## config.mk

```make
export PLATFORM = sky130hd
export DESIGN_NAME = forward_stall_ctrl_flat
export DESIGN_NICKNAME = d
export VERILOG_FILES = /design/src/rtl/forward_stall_ctrl_if.sv /design/src/rtl/forward_stall_ctrl.sv /design/src/flat_wrapper.sv
export SDC_FILE = /design/constraint.sdc
export NUM_CORES = 1
export LEC_CHECK = 0
export ABC_AREA = 1
export CAP_MARGIN = 20
export CORE_MARGIN = 2
export CORE_UTILIZATION = 48
export DETAILED_ROUTE_END_ITERATION = 16
export PLACE_DENSITY = 0.75
export SYNTH_ARGS = -nofsm -noshare
export SYNTH_HDL_FRONTEND = slang
export SYNTH_SLANG_ARGS = --single-unit
```

## constraint.sdc

```tcl
create_clock -name clk -period 5 [get_ports clk]
set_input_delay 1.5 -clock clk [delete_from_list [all_inputs] [get_ports clk]]
set_output_delay 1.5 -clock clk [all_outputs]
set_load 0.02 [all_outputs]
```

## src/rtl/forward_stall_ctrl_if.sv

```systemverilog
// forward_stall_ctrl_if: ID-stage hazard query and forward/stall response bundle
interface forward_stall_ctrl_if #(
    parameter int AW = 5,
    parameter int DEPTH = 3
);
    localparam int SW = $clog2(DEPTH + 1);
    logic          id_valid;
    logic          id_wr_en;
    logic          id_is_load;
    logic [AW-1:0] id_rs1;
    logic [AW-1:0] id_rs2;
    logic [AW-1:0] id_rd;
    logic          id_rs1_used;
    logic          id_rs2_used;
    logic          flush_i;
    logic [SW-1:0] fwd_a;
    logic [SW-1:0] fwd_b;
    logic          stall;
    logic          bubble;
    logic [15:0]   stall_cnt;
    modport master (
        output id_valid, id_wr_en, id_is_load, id_rs1, id_rs2, id_rd,
               id_rs1_used, id_rs2_used, flush_i,
        input  fwd_a, fwd_b, stall, bubble, stall_cnt
    );
    modport slave (
        input  id_valid, id_wr_en, id_is_load, id_rs1, id_rs2, id_rd,
               id_rs1_used, id_rs2_used, flush_i,
        output fwd_a, fwd_b, stall, bubble, stall_cnt
    );
endinterface

```

## src/rtl/forward_stall_ctrl.sv

```systemverilog
// forward_stall_ctrl: tracks in-flight destination registers, selects operand
// forwarding sources and raises load-use stalls for the ID stage.
module forward_stall_ctrl #(
    parameter int AW = 5,
    parameter int DEPTH = 3,
    parameter int LOAD_LAT = 1
) (
    input logic clk,
    input logic rst,
    forward_stall_ctrl_if.slave bus
);
    localparam int SW = $clog2(DEPTH + 1);
    logic [DEPTH-1:0] v;
    logic [DEPTH-1:0] ld;
    logic [AW-1:0]    rd [DEPTH];
    logic [DEPTH-1:0] m1;
    logic [DEPTH-1:0] m2;
    logic [SW-1:0]    fa;
    logic [SW-1:0]    fb;
    logic             haz;
    logic             stall;
    logic             bubble;
    logic [15:0]      cnt;
    // Walking from oldest to youngest lets the youngest match overwrite older ones.
    always_comb begin
        m1 = '0;
        m2 = '0;
        fa = '0;
        fb = '0;
        haz = 1'b0;
        for (int i = DEPTH - 1; i >= 0; i--) begin
            m1[i] = v[i] && rd[i] == bus.id_rs1 && bus.id_rs1 != '0 && bus.id_rs1_used;
            m2[i] = v[i] && rd[i] == bus.id_rs2 && bus.id_rs2 != '0 && bus.id_rs2_used;
            if (m1[i]) fa = (i >= LOAD_LAT || !ld[i]) ? SW'(i + 1) : '0;
            if (m2[i]) fb = (i >= LOAD_LAT || !ld[i]) ? SW'(i + 1) : '0;
            haz = haz | ((m1[i] | m2[i]) && i < LOAD_LAT && ld[i]);
        end
    end
    assign stall         = haz & bus.id_valid & ~bus.flush_i;
    assign bubble        = stall | bus.flush_i;
    assign bus.stall     = stall;
    assign bus.bubble    = bubble;
    assign bus.fwd_a     = (bus.id_valid && !stall) ? fa : '0;
    assign bus.fwd_b     = (bus.id_valid && !stall) ? fb : '0;
    assign bus.stall_cnt = cnt;
    always_ff @(posedge clk) begin
        for (int i = DEPTH - 1; i > 0; i--) begin
            rd[i] <= rd[i-1];
            ld[i] <= ld[i-1];
        end
        rd[0] <= bus.id_rd;
        ld[0] <= bus.id_is_load;
        if (rst) begin
            v   <= '0;
            cnt <= '0;
        end else begin
            for (int i = DEPTH - 1; i > 0; i--) v[i] <= v[i-1];
            v[0] <= bus.id_valid & bus.id_wr_en & (bus.id_rd != '0) & ~bubble;
            cnt  <= cnt + 16'((stall && cnt != 16'hFFFF) ? 1 : 0);
        end
    end
endmodule

```

## src/flat_wrapper.sv

```systemverilog
// flat-port wrapper written by rule: the top's interface ports become plain ports
module forward_stall_ctrl_flat 
#(
    parameter int AW = 5,
    parameter int DEPTH = 3,
    parameter int LOAD_LAT = 1
)
  (clk, rst, bus_id_valid, bus_id_wr_en, bus_id_is_load, bus_id_rs1, bus_id_rs2, bus_id_rd, bus_id_rs1_used, bus_id_rs2_used, bus_flush_i, bus_fwd_a, bus_fwd_b, bus_stall, bus_bubble, bus_stall_cnt);
  forward_stall_ctrl_if #(.AW(AW), .DEPTH(DEPTH)) bus_i ();
  input logic clk;
  input logic rst;
  input wire logic [$bits(bus_i.id_valid)-1:0] bus_id_valid;
  input wire logic [$bits(bus_i.id_wr_en)-1:0] bus_id_wr_en;
  input wire logic [$bits(bus_i.id_is_load)-1:0] bus_id_is_load;
  input wire logic [$bits(bus_i.id_rs1)-1:0] bus_id_rs1;
  input wire logic [$bits(bus_i.id_rs2)-1:0] bus_id_rs2;
  input wire logic [$bits(bus_i.id_rd)-1:0] bus_id_rd;
  input wire logic [$bits(bus_i.id_rs1_used)-1:0] bus_id_rs1_used;
  input wire logic [$bits(bus_i.id_rs2_used)-1:0] bus_id_rs2_used;
  input wire logic [$bits(bus_i.flush_i)-1:0] bus_flush_i;
  output wire logic [$bits(bus_i.fwd_a)-1:0] bus_fwd_a;
  output wire logic [$bits(bus_i.fwd_b)-1:0] bus_fwd_b;
  output wire logic [$bits(bus_i.stall)-1:0] bus_stall;
  output wire logic [$bits(bus_i.bubble)-1:0] bus_bubble;
  output wire logic [$bits(bus_i.stall_cnt)-1:0] bus_stall_cnt;
  assign bus_i.id_valid = bus_id_valid;
  assign bus_i.id_wr_en = bus_id_wr_en;
  assign bus_i.id_is_load = bus_id_is_load;
  assign bus_i.id_rs1 = bus_id_rs1;
  assign bus_i.id_rs2 = bus_id_rs2;
  assign bus_i.id_rd = bus_id_rd;
  assign bus_i.id_rs1_used = bus_id_rs1_used;
  assign bus_i.id_rs2_used = bus_id_rs2_used;
  assign bus_i.flush_i = bus_flush_i;
  assign bus_fwd_a = bus_i.fwd_a;
  assign bus_fwd_b = bus_i.fwd_b;
  assign bus_stall = bus_i.stall;
  assign bus_bubble = bus_i.bubble;
  assign bus_stall_cnt = bus_i.stall_cnt;
  forward_stall_ctrl #(.AW(AW), .DEPTH(DEPTH), .LOAD_LAT(LOAD_LAT)) u_core (.clk(clk), .rst(rst), .bus(bus_i));
endmodule
```

Word level (Yosys, flattened, before mapping). Memories as Yosys holds them, arrays and structs flattened. Cells that the tools add are included.

$lt $le $gt $ge: 0. Reduce and logical (&&, ||, !) cells: 25. Bitwise gates (word level): 9. Div/mod/pow operators: 0. Add/sub/neg operators: 1. Multipliers: 0. Mux-type cells: 10. Equal/unequal tests: 7. Shifts and indexed selects: 0.

Operators with widths (number): $eq 5x5->1 (6); $logic_and 1x1->1 (21); $add 16x16->16 (1); $mux 2 (8); $ne 16x16->1 const B (1); $reduce_bool 5->1 (3); $and 1x1->1 (5); $mux 1 (2); $not 1->1 (2); $or 1x1->1 (2); $logic_not 1->1 (1).

Output and inout bits: 22. RAM bits: 15. ROM bits: 0. Register bits: 20. Bits in latches: 0. Memories: 1. Logic and storage cells: 56. Input bits: 23.

Memories: u_core.rd (depth 3, bits a word 5, read ports 3, clocked after memory_dff 0, write ports 3, RTL line forward_stall_ctrl.sv:15) `logic [AW-1:0] rd [DEPTH];`.

Depth between registers and ports, before layout. Gate-level depths: netlist (run 1). An unclocked memory read counts as a cell.

Word-level depth: 12. Depth in mapped cells: 20. Depth with buffers taken out: 20.

Least setup slack after synthesis (run 1). OpenSTA, ideal clock, no wires.

Path kind: in2out. From: in bus_id_rs2[2]. To: out bus_fwd_a[0]. Path slack: 1.013 ns. Required time: 3.500 ns. Cell stages on the path: 9. Arrival time: 2.487 ns. Cell sequence: inv_1 nand3_1 nor2_1 nor2_1 nand3_1 nand2_1 nand3_2 nand2_2 nor2_1.

Longest elaborated chain between the ends: 11. Elaborated cells on any way between the ends: 12.

RTL lines: start, declared (RTL line flat_wrapper.sv:16) `input wire logic [$bits(bus_i.id_rs2)-1:0] bus_id_rs2;`; $eq 5x5->1 (RTL line forward_stall_ctrl.sv:33) `m2[i] = v[i] && rd[i] == bus.id_rs2 && bus.id_rs2 != '0 && bus.id_rs2_used;`; $logic_and 1x1->1 (RTL line forward_stall_ctrl.sv:33); $logic_and 1x1->1 (*) (2 in series) (RTL line forward_stall_ctrl.sv:33); $or 1x1->1 (*) (RTL line forward_stall_ctrl.sv:36) `haz = haz | ((m1[i] | m2[i]) && i < LOAD_LAT && ld[i]);`; $logic_and 1x1->1 (*) (RTL line forward_stall_ctrl.sv:36); $and 1x1->1 (*) (2 in series) (RTL line forward_stall_ctrl.sv:39) `assign stall = haz & bus.id_valid & ~bus.flush_i;`; $logic_not 1->1 (*) (RTL line forward_stall_ctrl.sv:43) `assign bus.fwd_a = (bus.id_valid && !stall) ? fa : '0;`; $logic_and 1x1->1 (*) (RTL line forward_stall_ctrl.sv:43); $mux 2 (*) (RTL line forward_stall_ctrl.sv:43); end, declared (RTL line flat_wrapper.sv:21) `output wire logic [$bits(bus_i.fwd_a)-1:0] bus_fwd_a;`.

Every way passes the cells marked *; elsewhere a longest branch is shown, timed or not.

Final worst setup path (run 1).
From: in bus_id_rs1[0]. To: out bus_fwd_a[0].

Longest elaborated chain between the ends: 11. Elaborated cells on any way between the ends: 23.

RTL lines: start, declared (RTL line flat_wrapper.sv:15) `input wire logic [$bits(bus_i.id_rs1)-1:0] bus_id_rs1;`; $eq 5x5->1 (RTL line forward_stall_ctrl.sv:32) `m1[i] = v[i] && rd[i] == bus.id_rs1 && bus.id_rs1 != '0 && bus.id_rs1_used;`; $logic_and 1x1->1 (3 in series) (RTL line forward_stall_ctrl.sv:32); $or 1x1->1 (RTL line forward_stall_ctrl.sv:36); $logic_and 1x1->1 (RTL line forward_stall_ctrl.sv:36); $and 1x1->1 (2 in series) (RTL line forward_stall_ctrl.sv:39); $logic_not 1->1 (RTL line forward_stall_ctrl.sv:43); $logic_and 1x1->1 (RTL line forward_stall_ctrl.sv:43); $mux 2 (*) (RTL line forward_stall_ctrl.sv:43).

Marks and branches as above.

==> run metrics, run 1 <==
CTS H-tree depth=2; Crit path required time=3.50 ns; leakage=1.173 nW; largest net degree at the start of global routing=14; critical path cell sequence=clkdlybuf4s50_1 -> nor2_1 -> nand2_1 -> nor2_1 -> nor2_2 -> nand3_1 -> nand2_1 -> nand3_2 -> nand2_2 -> nor2_1 -> dlygate4sd2_1; yosys warns=0; Hold WC Path Type=flip-flop to flip-flop; Highest Clock Rate=207.0 MHz; max_slew headroom=65.17%; unrepaired setup endpoints after global routing=false; Resized cells post-CTS=5; Fill cells=340; wire per inst=~12 µm; DR DRC count=0; Worst Tran Pin Value=between 0.5 and 0.6 ns; hold bufs inserted after CTS=0; vias per inst=4.848; Final Cycle Share=96.63%; crit path buf inv count=2; CP top delay family=simple AND/OR/NAND/NOR gates; first-pass GRT wire length=7817 µm; final setup violation count=0; endpoints failing hold=0; WP depth=11; TritonCTS Buffers=5; fin crit period=around 4.8 ns; Vias=1,920; Core Region=3689 µm²; PD cells=between 200 and 300 nW/µm²; initial antenna violation count=0; TritonCTS clock tree=yes; GPL Wtd Cong=0.9310; setup bufs post-CTS=0; share of layout cells above drive strength 1=under 10%; r2r worst-path depth=19; worst hold stages=0; status=complete, no violations; die height=66.11 µm; maximum vdd drop=188.1 µV; CP arrival=3.33 ns; max cap viols=0; critical path type=input pin to output port; library cells used by synthesis=23; clock sink count=35; syn_nets=between 300 and 400; Longest Clk Path Bufs=2; area of the die=4371 µm²; clock root buffer master=clkbuf_8; detailed placement HPWL=3704 µm; vias in the first global route=1,733; Nets=373; CP max stage delay=about 0.5 ns; startpoint types=input pin; final instance area=between 2000 and 3000 µm²; gr usage total=23.81%; post-route ant nets=0; sequential fraction of the synthesis area=37.84%; Worst Path Max Fanout=5; DP Area=2386 µm²; Synth Area per Inst=6.342 µm²; mapped cell area=1852 µm²; die width=66.11 µm; Fin Hold WS=0.3776 ns; total gr overflow=0; Critical Path Sink Type=output port; Post-Route WL=between 4000 and 5000 µm; ant diodes=0; Slowest-stage cell, CP=clkdlybuf4s50_1; final max-slew violation count=0; final setup skew=0.009822 ns; Clock Latency Late Sink=roughly 0.29 ns; router iterations before antenna repair=4; I/O pins=45; IO buf count=44; P&R area growth vs syn=36.15%; Yosys reg bits=35; clock slew at reported path FFs=0.08 ns; cell row count=22; starting density of the core=50.20%; Crit path top cell by count=nor2_1; Gate Count Post-Synth=292; initial drt markers=152
routing by layer:
| layer | vias up | wire length, µm | GRT usage, % |
|---|---|---|---|
| met4 | 0 | 46 | 5.357 |
| met2 | 61 | 2016 | 36.50 |
| met5 | - | 0 | 0 |
| met1 | 833 | 2430 | 33.72 |
| li1 | 1021 | - | - |
| met3 | 5 | 299 | 5.792 |
worst paths after layout:
kind	slack, ns	to	start
max	0.17	bus_fwd_a[0]	bus_id_rs1[0]
min reg2reg	0.38	u_core.rd[0][11]	u_core.rd[0][6]
max reg2reg	2.39	u_core.bus.stall_cnt[11]	u_core.rd[0][3]
min	0.38	u_core.rd[0][11]	u_core.rd[0][6]
final cells by class:
| cell class | count | area (µm²) | area share (%) |
|---|---|---|---|
| tap | 48 | 60.06 | 2.382 |
| clock inverter | 3 | 67.56 | 2.680 |
| sequential | 35 | 700.7 | 27.79 |
| inverter | 44 | 165.2 | 6.551 |
| clock buffer | 5 | 68.82 | 2.730 |
| multi-input combinational | 212 | 984.7 | 39.06 |
| timing repair buffer | 49 | 474.2 | 18.81 |
synthesized netlist by cell type, drive strengths merged:
cell     n  share of area [%]
nand2   98                 20
inv     44                8.9
nor2    44                9.3
dfxtp   35                 38
nand3   18                5.7
a21oi   11                3.0
o21ai   10                2.7
nand4    8                2.7
nor3     6                1.9
ha       3                2.0
o22ai    3                1.0
or2      3                1.1
xnor2    3                1.4
xor2     3                1.4
a211oi   1               0.41
clkbuf   1               0.20
nor4     1               0.34
sequential cells by signal (all words and copies together), names as in the netlist:
register,cells
u_core.ld,1
u_core.bus.stall_cnt,16
u_core.rd,15
u_core.v,3
report_power, final:
group          internal [mW]  switching, mW  leakage, nW
clock network          0.199          0.109       0.0644
logic                 0.0309         0.0336        0.820
registers              0.286        0.00724        0.288
total                  0.516          0.149         1.17
through the flow:
stage | setup WS (ns) | utilization [%] | setup TNS (ns) | total power [mW] | cells
6_report | 0.1685 | 68.35 | 0 | 0.6652 | 396
3_3_place_gp | -0.1102 | 64.69 | -0.3963 | 0.3636 | 388
3_5_place_dp | -0.07592 | 64.69 | -0.2459 | 0.3633 | 388
2_1_floorplan | 1.013 | - | 0 | 0.3294 | 292
4_1_cts | 0.0004381 | 68.22 | 0 | 0.6665 | 396
5_1_grt | 0.002092 | 68.35 | 0 | 0.6887 | 396
cell usage in the layout (no fill, tap or decap), types with 2 or more instances in the layout:
master and n:
clkdlybuf4s50_1 38, a21oi_1 11, o21ai_0 10, inv_1 44, bufinv_16 2, nand2_1 97
dlygate4sd2_1 5, clkbuf_8 5, nand3_1 15, dfxtp_1 35, xor2_1 3, o22ai_1 3
buf_4 5, ha_1 3, nor3_1 5, nor2_1 42, nand3_2 3, nand4_1 8
xnor2_1 3
cells by family (layout without fill, tap and decap cells):
| kind of cell | after synthesis | after routing | share of synthesized area, % |
|---|---|---|---|
| adder cells (fa/ha/maj) | 3 | 3 | 2.027 |
| AO/OA/AOI/OAI | 25 | 25 | 7.095 |
| XOR/XNOR | 6 | 6 | 2.838 |
| buffers and inverters | 45 | 101 | 9.122 |
| AND/OR/NAND/NOR | 178 | 178 | 41.08 |
| flip-flops | 35 | 35 | 37.84 |
Note: power is estimated with default switching activity, not from simulation.
==> run 2: changes to the inputs <==
- SETUP_SLACK_MARGIN: default -> 0.4
==> run 2 against run 1 <==
Largest power group unchanged. Utilization increased by 1.3 points. Final cell count up 0.25%. Critical path type unchanged. Total power increased by 0.44%. Highest routed layer unchanged. Critical path depth unchanged. Routed wire length increased by 2.5%. Setup slack improved by 0.35 ns. Sequential power hardly changed. Largest cell class unchanged. Via count rose by 1.3%. Register-to-register slack better by 0.07 ns. Non-clock buffer count increased by 1.
==> run metrics, run 2 (synthesized netlist as in run 1, its figures left out) <==
CP arrival=2.98 ns (was 3.33 ns); endpoints failing hold=0 (unchanged); Fill cells=337 (was 340); gr usage total=24.10% (was 23.81%); clock root buffer master=clkbuf_8 (unchanged); commonest non-fill, non-tap cell in the layout=nand2_1 (unchanged); status=complete, no violations (unchanged); TritonCTS Buffers=5 (unchanged); initial antenna violation count=0 (unchanged); router iterations before antenna repair=4 (unchanged); final setup violation count=0 (unchanged); Critical Path Sink Type=output port (unchanged); cell row count=22 (unchanged); Hold WC Path Type=flip-flop to flip-flop (unchanged); commonest non-fill, non-tap cells in the layout=nand2_1, inv_1, nor2_1, dfxtp_1, clkdlybuf4s50_1 (was nand2_1, inv_1, nor2_1, clkdlybuf4s50_1, dfxtp_1); Largest register FFs=16 (unchanged); detailed placement HPWL=3704 µm (unchanged); wire per inst=12.37 µm (was 12.10 µm); TritonCTS clock tree=yes (unchanged); final setup skew=0.01152 ns (was 0.009822 ns); fin crit period=4.485 ns (was 4.832 ns); final core utilization=69.64% (was 68.35%); Highest Clock Rate=223.0 MHz (was 207.0 MHz); area of the die=4371 µm² (unchanged); hold bufs inserted after CTS=0 (unchanged); power consumption=668.2 µW (was 665.2 µW); DP Area=2386 µm² (unchanged); die height=66.11 µm (unchanged); final instance area=2569 µm² (was 2521 µm²); starting density of the core=50.20% (unchanged); maximum vdd drop=187.0 µV (was 188.1 µV); PD cells=260.1 nW/µm² (was 263.9 nW/µm²); critical path type=input pin to output port (unchanged); total gr overflow=0 (unchanged); Clock Latency Late Sink=0.29 ns (about the same); max cap viols=0 (unchanged); share of layout cells above drive strength 1=13.18% (was 6.034%); Worst Tran Pin Value=0.5234 ns (was 0.5208 ns); first-pass GRT wire length=7893 µm (was 7817 µm); initial drt markers=154 (was 152); post-route ant nets=0 (unchanged); DR DRC count=0 (unchanged); final max-slew violation count=0 (unchanged); P&R area growth vs syn=38.72% (was 36.15%); largest net degree at the start of global routing=14 (unchanged); clock sink count=35 (unchanged); GPL Wtd Cong=0.9310 (unchanged); I/O pins=45 (unchanged); Longest Clk Path Bufs=2 (unchanged); gr busiest metal=met2 (unchanged); Crit path required time=3.50 ns (about the same); Fin Hold WS=0.3794 ns (was 0.3776 ns); CTS H-tree depth=2 (unchanged); die width=66.11 µm (unchanged); Worst Path Max Fanout=4 (was 5); Vias=1,944 (was 1,920); Final Cycle Share=89.70% (was 96.63%); reg2reg setup slack=2.46 ns (was 2.39 ns); Nets=374 (was 373); leakage=1.192 nW (was 1.173 nW); clock slew at reported path FFs=0.08 ns (about the same); IO buf count=44 (unchanged); vias per inst=4.897 (was 4.848); GR Layer Usage met1=33.83% (was 33.72%); unrepaired setup endpoints after global routing=false (unchanged); Core Region=3689 µm² (unchanged); vias in the first global route=1,744 (was 1,733); met2 Usage GRT=37.38% (was 36.50%); Post-Route WL=4911 µm (was 4792 µm); ant diodes=0 (unchanged); max_slew headroom=65.00% (was 65.17%); startpoint types=input pin (unchanged); grt met3 use=5.792% (unchanged)
==> run 2: changes by cell type in the layout (fill, tap and decap cells not counted), sizes merged <==
cell / change
buf: +5
clkbuf: +2
clkdlybuf4s50: -9
dlymetal6s2s: +3
==> run 2: power by group <==
part	internal (mW)	switching [mW]	total [mW]	leakage (nW)
sequential	0.286	0.00742	0.293	0.288
combinational	0.0296	0.0368	0.0664	0.840
clock	0.199	0.109	0.308	0.0644
==> run 2: critical path: stages <==
cell,delay [ns]
clkdlybuf4s50_1,0.49
inv_1,0.10
nand2_1,0.07
nand3_1,0.08
nor2_2,0.14
nand3_2,0.10
nand2_2,0.11
nand3_4,0.09
nand2_4,0.10
nor2_1,0.05
buf_4,0.15
==> run 2: cell type report <==
class	instances	area (µm²)	area share, %
Clock buffer	5	68.82	2.679
Inverter	44	165.2	6.430
Sequential cell	35	700.7	27.28
Clock inverter	3	67.56	2.630
Timing Repair Buffer	50	461.7	17.97
Tap cell	48	60.06	2.338
Multi-Input combinational cell	212	1045	40.67
==> run 2: final timing paths <==
kind	depth (start not counted)	from	end
setup / recovery	11	bus_id_rs2[0]	bus_fwd_a[0]
hold / removal	0	u_core.rd[0][8]	u_core.rd[0][13]
setup reg to reg	19	u_core.rd[0][3]	u_core.bus.stall_cnt[11]
hold reg to reg	0	u_core.rd[0][8]	u_core.rd[0][13]
==> run 2: timing repair <==
| item | CTS | global route |
|---|---|---|
| gates resized for setup | 35 | 19 |
| pin swaps | 2 | 3 |
| setup endpoints to repair | 6 | 6 |
| gates cloned | 0 | 0 |
| setup buffers | 0 | 1 |
==> run 2: per-layer routing <==
layer | share of wire, % | wire, µm
met2 | 43 | 2112
met5 | 0 | 0
met3 | 6.4 | 316
met1 | 50 | 2436
met4 | 0.94 | 46
==> run 2: per-stage QoR <==
step | setup TNS [ns] | instances | worst slack, ns
finish | 0 | 397 | 0.5152
global route | 0 | 397 | 0.4214
CTS | 0 | 396 | 0.4120
detailed placement | -0.2459 | 388 | -0.07592
global placement | -0.3963 | 388 | -0.1102
floorplan | 0 | 292 | 1.013
==> patch, RTL diff (flow settings as in run 1) <==
`AW` is set to 5 in 3 places; all go to 3.
--- a/src/rtl/forward_stall_ctrl_if.sv
+++ b/src/rtl/forward_stall_ctrl_if.sv
@@ -1,6 +1,6 @@
 // forward_stall_ctrl_if: ID-stage hazard query and forward/stall response bundle
 interface forward_stall_ctrl_if #(
-    parameter int AW = 5,
+    parameter int AW = 3,
     parameter int DEPTH = 3
 );
     localparam int SW = $clog2(DEPTH + 1);
--- a/src/rtl/forward_stall_ctrl.sv
+++ b/src/rtl/forward_stall_ctrl.sv
@@ -1,7 +1,7 @@
 // forward_stall_ctrl: tracks in-flight destination registers, selects operand
 // forwarding sources and raises load-use stalls for the ID stage.
 module forward_stall_ctrl #(
-    parameter int AW = 5,
+    parameter int AW = 3,
     parameter int DEPTH = 3,
     parameter int LOAD_LAT = 1
 ) (
--- a/src/flat_wrapper.sv
+++ b/src/flat_wrapper.sv
@@ -1,7 +1,7 @@
 // flat-port wrapper written by rule: the top's interface ports become plain ports
 module forward_stall_ctrl_flat 
 #(
-    parameter int AW = 5,
+    parameter int AW = 3,
     parameter int DEPTH = 3,
     parameter int LOAD_LAT = 1
 )
Interface: changed (resized bus_id_rd, bus_id_rs1 and bus_id_rs2); port bits go from 45 to 39. The function was not compared with the original's and may differ.
==> patch against run 1 <==
Highest routed layer unchanged. Clock skew decreased by 0.0023 ns. Sequential power decreased by 18%. Total power decreased by 37%. Largest power group is now sequential cells. Combinational power is 34% lower. Area after synthesis shrank 18%. Sequential cell count is 6 lower. First-iteration DRC count is 25% lower. Worst setup slack better by 0.066 ns. Critical path type unchanged. Largest cell class unchanged. Global-route usage down 1.7 points. Design area fell by 20%. Core utilization shrank 1.7 points. Via count is 19% lower. Routed wire length is 23% lower.
==> patch: results (changes against run 1) <==
- Status: completed
- Iter 0 DRT Violations: 114 (-25%)
- Max VDD drop: 0.1626 mV (-14%)
- Met1 usage: 0.3452 (+0.008029)
- R2R Setup Slk: 2.56 ns (+0.17 ns)
- Top cells by area, synth: dfxtp_1, nand2_1, inv_1
- Placed Cells: 318 (-18%)
- Mapped Avg Cell Area: 6.420 sq um (+1.2%)
- H-tree levels: 2 (unchanged)
- Slew @ Worst Pin: 0.3563 ns (-0.1645 ns)
- Fill cells: 290 (-15%)
- CTS Root Cell: clkbuf_4
- Clock tree buffer depth: 2 (unchanged)
- Cells on worst reg2reg path: 15 (-4)
- Switching share of power: 0.2580 (+0.03339)
- Pin count of the biggest net entering global routing: 11 (-3)
- Seq/Total Area, Yosys: 0.3816 (+0.003201)
- Post-route minimum period: 4.765 ns (-0.06624 ns)
- Clock Skew: 0.007514 ns (-0.002309 ns)
- Arrival time worst endpoint: 3.27 ns (-0.06 ns)
- Worst-path clk slew: roughly 0.09 ns
- CP startpoint: bus_id_rs2[2]
- Worst-path fanout max: 5 (unchanged)
- Worst slack, placed: -0.03018 ns (+0.04573 ns)
- First drt pass iteration count: 5 (+1)
- Number of flip-flops in the largest register: 16 (unchanged)
- First-pass GRT wire length: 5858 um (-25%)
- Number of global-route vias before repair: 1300 (-25%)
- Ratio of cells with drive above 1 in the final layout: 0.07801 (+0.01767)
- Met2 usage: 0.2935 (-0.07152)
- Worst R2R Start: u_core.rd[0][1]
- Antenna diode count: 0 (unchanged)
- Commonest cells in the netlist: nand2_1, inv_1, nor2_1, dfxtp_1
- Via density: 4.770 (-1.6%)
- Worst reg2reg path endpoint: u_core.bus.stall_cnt[14]
- Lkg Pwr: 0.9421 nW (-20%)
- Syn Nets: 257 (-19%)
- Gpl congestion: 0.9902 (+6.4%)
- IO Port Bufs: 38 (-14%)
- Hpwl dp: 2868 um (-23%)
- TNS Setup: 0 ns (unchanged)
- Worst skew pair latency: 0.32 ns (+0.03 ns)
- Post-layout nets: 301 (-19%)
- Detailed Route WL: 3673 um (-23%)
- Met3 GRT Util: 0.05195 (-0.005974)
- Critical Path End: bus_fwd_a[1]
- Vias: 1555 (-19%)
- Tot GR Track Use: 0.2212 (-0.01693)
- Kind of critical path: input port to output pin
- Cell variety after synth: 22 (-4.3%)
==> patch: cell types whose count changed in the layout (fill, tap and decap cells not counted), moves of 5 or more <==
cell | before | now
buf_4 | 5 | 0
clkbuf_4 | 0 | 5
clkbuf_8 | 5 | 0
clkdlybuf4s50_1 | 38 | 31
dfxtp_1 | 35 | 29
inv_1 | 44 | 37
inv_2 | 0 | 5
nand2_1 | 97 | 60
nor2_1 | 42 | 33
o21ai_0 | 10 | 15
==> patch: what timing repair did <==
action,in CTS,in global routing
endpoints found under the hold margin,0,0
setup endpoints to repair,4,3
buffers inserted,0,0
pin swaps,0,0
resized for setup,5,4
hold buffers,0,0
==> patch: metal layers <==
layer	vias up	wire [um]	share of wire
met5	-	0	0
met4	0	24	0.0065
met3	2	172	0.047
met2	32	1479	0.40
met1	692	1997	0.54
li1	829	-	-
==> patch: cell type report <==
type | instances | area share
Clock buffer | 6 | 0.02047
Sequential cell | 29 | 0.2878
Multi-Input combinational cell | 165 | 0.3914
Tap cell | 44 | 0.02730
Timing Repair Buffer | 38 | 0.1898
Inverter | 42 | 0.07816
Clock inverter | 2 | 0.004963
==> patch: stage by stage <==
stage | instance area, sq um | power, mW
floorplan | 1521 | 0.2645
global placement | 1953 | 0.2877
detailed placement | 1953 | 0.2875
CTS | 2004 | 0.4195
global route | 2017 | 0.4387
finish | 2017 | 0.4162
==> patch: how the worst min path moves through the flow <==
stage	start	cells past startpoint	endpoint	slack, ns
floorplan	u_core.rd[0][5]	0	u_core.rd[0][8]	0.33
global placement	u_core.rd[0][5]	0	u_core.rd[0][8]	0.34
detailed placement	u_core.rd[0][5]	0	u_core.rd[0][8]	0.34
CTS	u_core.rd[0][5]	0	u_core.rd[0][8]	0.36
global route	u_core.rd[0][5]	0	u_core.rd[0][8]	0.36
finish	u_core.rd[0][5]	0	u_core.rd[0][8]	0.36
==> patch: kinds of logic (layout without fill, tap and decap cells) <==
kind of cell               after synthesis  after routing  share of synthesized area
xor gates and xnor gates                 3              3                    0.01727
adders and majority gates                3              3                    0.02467
buffers and inverters                   43             88                     0.1061
AOI/OAI and AO/OA                       25             25                    0.08224
and+or+nand+nor                        134            134                     0.3882
DFF                                     29             29                     0.3816
==> patch: power by group through the flow <==
stage	clock network, mW	registers [mW]	logic [mW]
6_report	0.134	0.240	0.0427
5_1_grt	0.151	0.240	0.0479
3_5_place_dp	0	0.245	0.0423
4_1_cts	0.137	0.240	0.0425
3_3_place_gp	0	0.245	0.0424
2_1_floorplan	0	0.244	0.0209
==> patch: critical path, stage by stage <==
cell and delay, ns:
clkdlybuf4s50_1 0.58, inv_2 0.07, nand2_1 0.06, nand2_1 0.05, nor2_1 0.17, nand3_1 0.12, nand2_1 0.13, nand3_2 0.12
nand2_2 0.11, nor2_1 0.04, dlygate4sd2_1 0.31
